## config.mk

```make
export PLATFORM = sky130hd
export DESIGN_NAME = read_dispatcher
export DESIGN_NICKNAME = d
export VERILOG_FILES = /design/src/rtl/read_dispatcher.sv
export SDC_FILE = /design/constraint.sdc
export NUM_CORES = 1
export LEC_CHECK = 0
export CORE_AREA = 10 10 440 442
export CTS_BUF_LIST = sky130_fd_sc_hd__clkbuf_2
export DETAILED_ROUTE_END_ITERATION = 10
export DIE_AREA = 0 0 450 452
export PLACE_DENSITY = 0.34
export SETUP_SLACK_MARGIN = 0.5
export SYNTH_ARGS = -nofsm -noshare
export SYNTH_HDL_FRONTEND = slang
export SYNTH_SLANG_ARGS = --single-unit
```

## constraint.sdc

```tcl
create_clock -name clk -period 5 [get_ports clk]
set_input_delay 1 -clock clk [delete_from_list [all_inputs] [get_ports clk]]
set_output_delay 1 -clock clk [all_outputs]
set_load 0.03 [all_outputs]
```

## src/rtl/read_dispatcher.sv

```systemverilog
// read_dispatcher: routes the SRAM read packet stream to one of num_of_ports egress ports.
// Optional macro RD_DISPATCH_ERR_CNT_EN adds a saturating err_cnt output.
module read_dispatcher #(
  parameter int num_of_ports          = 16,
  parameter int dispatcher_data_width = 64,
  parameter int port_index_width      = 4
) (
  input  logic                        clk,
  input  logic                        rst,
  input  logic                        rd_vld,
  input  logic                        rd_sop,
  input  logic                        rd_eop,
  input  logic [port_index_width-1:0] rd_dest,
  input  logic [dispatcher_data_width-1:0] rd_data,
  output logic                        rd_ready,
  input  logic [num_of_ports-1:0]     port_ready,
  output logic [num_of_ports-1:0]     out_vld,
  output logic [num_of_ports-1:0]     out_sop,
  output logic [num_of_ports-1:0]     out_eop,
  output logic [num_of_ports*dispatcher_data_width-1:0] data_out_p,
  output logic                        busy,
  output logic                        transfering
`ifdef RD_DISPATCH_ERR_CNT_EN
  ,
  output logic [7:0]                  err_cnt
`endif
);

  localparam int W = dispatcher_data_width;
  localparam logic [port_index_width:0] LP_NP =
    (port_index_width+1)'(num_of_ports);

  typedef enum logic {S_IDLE, S_XFER} state_t;

  state_t                      r_state;
  state_t                      w_state_nxt;
  logic [port_index_width-1:0] r_cur_dest;
  logic                        r_obuf_vld;
  logic [port_index_width-1:0] r_obuf_port;
  logic                        r_obuf_sop;
  logic                        r_obuf_eop;
  logic [W-1:0]                r_obuf_data;

  logic                        w_dest_ok;
  logic                        w_acc;
  logic                        w_drain;
  logic [num_of_ports-1:0]     w_onehot;
  logic                        w_sop_ok;
  logic                        w_sop_bad;
  logic                        w_body;
  logic                        w_stray;
  logic                        w_load;
  logic [port_index_width-1:0] w_load_port;

  assign w_dest_ok = ({1'b0, rd_dest} < LP_NP);

  always_comb begin
    w_onehot = '0;
    for (int p = 0; p < num_of_ports; p++)
      if (r_obuf_port == port_index_width'(p))
        w_onehot[p] = 1'b1;
  end

  assign w_drain  = r_obuf_vld & (|(w_onehot & port_ready));
  // Gated by rst so nothing is offered upstream while held in reset.
  assign rd_ready = rst & (~r_obuf_vld | w_drain);
  assign w_acc    = rd_vld & rd_ready;

  assign w_sop_ok  = rd_sop & w_dest_ok;
  assign w_sop_bad = rd_sop & ~w_dest_ok;
  assign w_body    = ~rd_sop & (r_state == S_XFER);
  assign w_stray   = ~rd_sop & (r_state == S_IDLE);

  always_ff @(posedge clk or negedge rst) begin
    if (!rst) begin
      r_state    <= S_IDLE;
      r_cur_dest <= '0;
    end else begin
      r_state <= w_state_nxt;
      if (w_acc && w_sop_ok)
        r_cur_dest <= rd_dest;
    end
  end

  always_comb begin
    w_state_nxt = r_state;
    if (w_acc) begin
      if (rd_sop)
        w_state_nxt = (w_dest_ok && !rd_eop) ? S_XFER : S_IDLE;
      else if (r_state == S_XFER && rd_eop)
        w_state_nxt = S_IDLE;
    end
  end

  always_comb begin
    w_load      = 1'b0;
    w_load_port = r_cur_dest;
    if (w_acc) begin
      unique case (1'b1)
        w_sop_ok: begin
          w_load      = 1'b1;
          w_load_port = rd_dest;
        end
        w_body:    w_load = 1'b1;
        w_sop_bad: w_load = 1'b0;
        w_stray:   w_load = 1'b0;
      endcase
    end
  end

  always_ff @(posedge clk or negedge rst) begin
    if (!rst) begin
      r_obuf_vld  <= 1'b0;
      r_obuf_port <= '0;
      r_obuf_sop  <= 1'b0;
      r_obuf_eop  <= 1'b0;
      r_obuf_data <= '0;
    end else if (w_load) begin
      r_obuf_vld  <= 1'b1;
      r_obuf_port <= w_load_port;
      r_obuf_sop  <= rd_sop;
      r_obuf_eop  <= rd_eop;
      r_obuf_data <= rd_data;
    end else if (w_drain) begin
      r_obuf_vld  <= 1'b0;
    end
  end

  assign out_vld = {num_of_ports{r_obuf_vld}} & w_onehot;
  assign out_sop = out_vld & {num_of_ports{r_obuf_sop}};
  assign out_eop = out_vld & {num_of_ports{r_obuf_eop}};

  always_comb begin
    data_out_p = '0;
    for (int p = 0; p < num_of_ports; p++)
      if (out_vld[p])
        data_out_p[p*W +: W] = r_obuf_data;
  end

  assign busy        = (r_state == S_XFER) | r_obuf_vld;
  assign transfering = w_acc;

`ifdef RD_DISPATCH_ERR_CNT_EN
  logic       w_err;
  logic [7:0] r_err_cnt;

  // Truncation (sop while a packet is open) counts as well as dropped beats.
  assign w_err = w_acc &
    (w_sop_bad | w_stray | (w_sop_ok & (r_state == S_XFER)));

  always_ff @(posedge clk or negedge rst) begin
    if (!rst)
      r_err_cnt <= '0;
    else if (w_err && r_err_cnt != 8'hFF)
      r_err_cnt <= r_err_cnt + 8'd1;
  end

  assign err_cnt = r_err_cnt;
`endif

endmodule

```

==> key figures <==
Run status
  • Status: finished, final reports clean

Setup path
  • CP max stage cell: clkdlybuf4s50_1
  • Worst path cell trace: clkinvlp_4 -> nand3_1 -> buf_4 -> nor2_4 -> buf_8 -> and2_1 -> clkdlybuf4s50_1
  • Cells on worst reg2reg path: 7
  • CP Capture Type: output pin
  • Worst path depth: 7
  • Critical path startpoint category: register
  • Worst Path Buf+Inv: 4
  • Crit path to: data_out_p[615]
  • FF-to-FF Start: r_obuf_port[1]
  • R2R Path End: r_obuf_data[26]
  • WP data required: 4.00 ns
  • Max incr delay on CP: 0.67 ns
  • CP top delay family: buffers and inverters
  • Critical Path Fanout Max: 33
  • Setup Crit Path Kind: register to output pin
  • Critical Path AT: 3.27 ns
  • Reg2Reg Setup Slack: 2.06 ns
  • Worst setup path start: r_obuf_port[2]

Yosys
  • YS warnings: 0
  • Post-synth top flop: dfrtp_1
  • #FFs+latches synth: 76
  • Cells after Synth: 1468
  • Area leader, netlist: and2_1
  • Post-synth EDFFs: 0
  • Commonest cells in the netlist: and2_1 (1041), clkbuf_1 (165), dfrtp_1 (76), mux2_2 (67)
  • Asr flop ratio synth: 1.00
  • Register area share after synthesis: 0.180
  • Synth area leaders: and2_1 (61%), dfrtp_1 (18%), mux2_2 (7.1%)
  • Distinct cells, synth: 34
  • Avg Inst Size Synth: 7.22 µm²
  • Syn Nets: 1557
  • Synth top area share: 0.615
  • Most common cell in the netlist: and2_1
  • Syn Std Cell Area: 10600 µm²

Global route
  • Antenna violations before repair: 44
  • All-Layer GR Usage: 0.120
  • M3 GR Usage: 0.0295
  • Vias in the first global route: 14300
  • GRT Max-Usage Layer: met2
  • GRT met1 Usage: 0.135
  • Global route overflow: 0
  • Global Route met2 Usage: 0.227
  • Pin count of the biggest net entering global routing: 70
  • First-pass GRT wire length: 163 mm

Finish
  • Layout cells sized above 1: 0.106
  • Fin nets: 2611
  • Layout area overhead: 149%
  • Final cell count without fillers: 5057

Route
  • DR vias/cell: 2.83
  • Via Count: 14300
  • DR pass1 iterations: 6
  • Wire per inst: 25.8 µm
  • Initial detailed-routing violation count: 773
  • Drt total wl: 130 mm
  • DRC Markers: 0
  • DRT antenna net count: 0

Timing
  • FMAX: 234 MHz
  • Crit share post-route: 0.854
  • Clk_skew: 0.0640 ns
  • Slew Viols, Final: 0
  • Relative slew margins: 0.198
  • Final TNS setup: 0 ns
  • Least-Margin Pin Slew: 1.20 ns
  • Fin. Hold Viols: 0
  • RSZ-0062 raised after global routing: yes
  • Final-report setup violation count: 0
  • Tmin final: 4.27 ns

Power
  • Leakage: 19.4 nW
  • Max IR drop VDD: 0.205 mV
  • Power density cells: 315 nW/µm²

Die
  • Die ar.: 203000 µm²
  • Core Rows: 158
  • Die W: 450 µm
  • Core Region: 185000 µm²
  • Initial Util: 0.0574
  • Top-level port count: 1164
  • Die Span Y: 452 µm

Clock network
  • CTS root buf: clkbuf_2
  • Clock net sink count: 76
  • Clock Tree Buf Depth: 2
  • Total CTS buffers: 9
  • CTS clk-pin slew, worst paths: 0.33 ns
  • H-tree levels: 3
  • CTS tree: yes
  • Clk_lat worst skew: 0.89 ns

Placed design
  • Port Buffers: 1163
  • Placed insts: 4966
  • DPL Wire Length: 95.3 mm
  • RD Place Congestion: 0.737

Min path
  • Hold crit path type: register to register

Job
  • Max cap viols: 0
==> cell type report <==
class                      count  area, µm²
antenna                       50        125
timing repair buffer        1237      13000
tap                         2480       3100
multi-input combinational   1194       8050
clock inverter                 7        105
fill                       21300     158000
clock buffer                   9       45.0
sequential                    76       1910
inverter                       4       18.8
==> repair_timing <==
item                                   4_1_cts  5_1_grt
hold buffers                                 1        0
gates cloned                                 7        0
buffers inserted                            17        0
pin swaps                                    7        0
endpoints found under the hold margin       59        0
resized for setup                          570      582
setup endpoints to repair                 1070      617
==> per-stage QoR <==
stage	cell area, µm²	util	hold slack [ns]	power, mW	setup slack, ns
after floorplan	10600	-	0.477	4.17	1.68
after global placement	25200	0.136	0.486	7.99	0.736
after detailed placement	25200	0.136	0.493	7.98	0.774
after CTS	25300	0.137	0.280	8.68	0.237
after global routing	26200	0.142	0.379	8.82	0.438
final	26300	0.143	0.542	8.29	0.731
==> worst min path at each step <==
stage | slack (ns) | depth (start not counted) | startpoint | to
floorplan | 0.48 | 1 | r_cur_dest[0] | r_cur_dest[0]
global placement | 0.49 | 1 | r_cur_dest[0] | r_cur_dest[0]
detailed placement | 0.49 | 1 | r_cur_dest[2] | r_cur_dest[2]
CTS | 0.28 | 2 | rd_data[19] | r_obuf_data[19]
global route | 0.38 | 2 | rd_data[16] | r_obuf_data[16]
finish | 0.54 | 1 | r_obuf_data[39] | r_obuf_data[39]
==> cell families after synthesis <==
family	Yosys count	synth area share
multiplexers	78	0.0863
AO/OA/AOI/OAI	17	0.0164
buffers and inverters	198	0.0738
AND/OR/NAND/NOR	1099	0.644
flip-flops	76	0.180
==> power breakdown <==
| group | internal (mW) | switching, mW | total (mW) |
|---|---|---|---|
| logic | 1.77 | 3.03 | 4.80 |
| clock network | 0.176 | 0.382 | 0.558 |
| registers | 0.886 | 2.05 | 2.93 |
==> state kept, by name, indices dropped and copies added (netlist names) <==
| signal | count |
|---|---|
| r_obuf_vld | 1 |
| r_state | 1 |
| r_obuf_sop | 1 |
| r_obuf_eop | 1 |
| r_obuf_data | 64 |
| r_obuf_port | 4 |
| r_cur_dest | 4 |
==> worst reg2reg max path: stages, from the launching register on <==
cell and delay, ns:
dfrtp_1 0.48, buf_4 0.23, or4b_1 0.55, a21boi_1 0.25
a2111oi_4 0.11, a21oi_4 0.18, buf_12 0.40, mux2_2 0.61
==> routing by layer <==
layer / routed length [µm] / vias to the layer above / share of wire
met3: 8480 / 61 / 0.065
li1: - / 6592 / -
met5: 13 / - / 0.00010
met2: 69900 / 645 / 0.54
met1: 50400 / 7003 / 0.39
met4: 1530 / 2 / 0.012
==> cell usage in the layout (no fill, tap or decap), types with 3 or more instances in the layout <==
master | netlist | routed
dfrtp_1 | 76 | 72
a21oi_1 | 5 | 5
clkdlybuf4s15_2 | 0 | 6
dfrtp_2 | 0 | 4
buf_6 | 2 | 5
buf_16 | 0 | 6
nor4_1 | 4 | 4
clkdlybuf4s15_1 | 0 | 8
buf_4 | 4 | 33
clkdlybuf4s50_1 | 0 | 220
mux2_4 | 10 | 10
bufbuf_16 | 0 | 4
diode_2 | 0 | 50
dlygate4sd2_1 | 0 | 420
buf_12 | 0 | 18
nor3_4 | 0 | 3
inv_6 | 0 | 3
nor2_4 | 0 | 12
and2_1 | 1041 | 1041
nor3_1 | 16 | 12
nand3_1 | 5 | 4
buf_8 | 0 | 8
mux2_2 | 67 | 67
nand2_1 | 6 | 5
dlymetal6s2s_1 | 0 | 442
nand3b_1 | 8 | 8
clkbuf_2 | 0 | 75
Power figures use the tool's default switching activity.
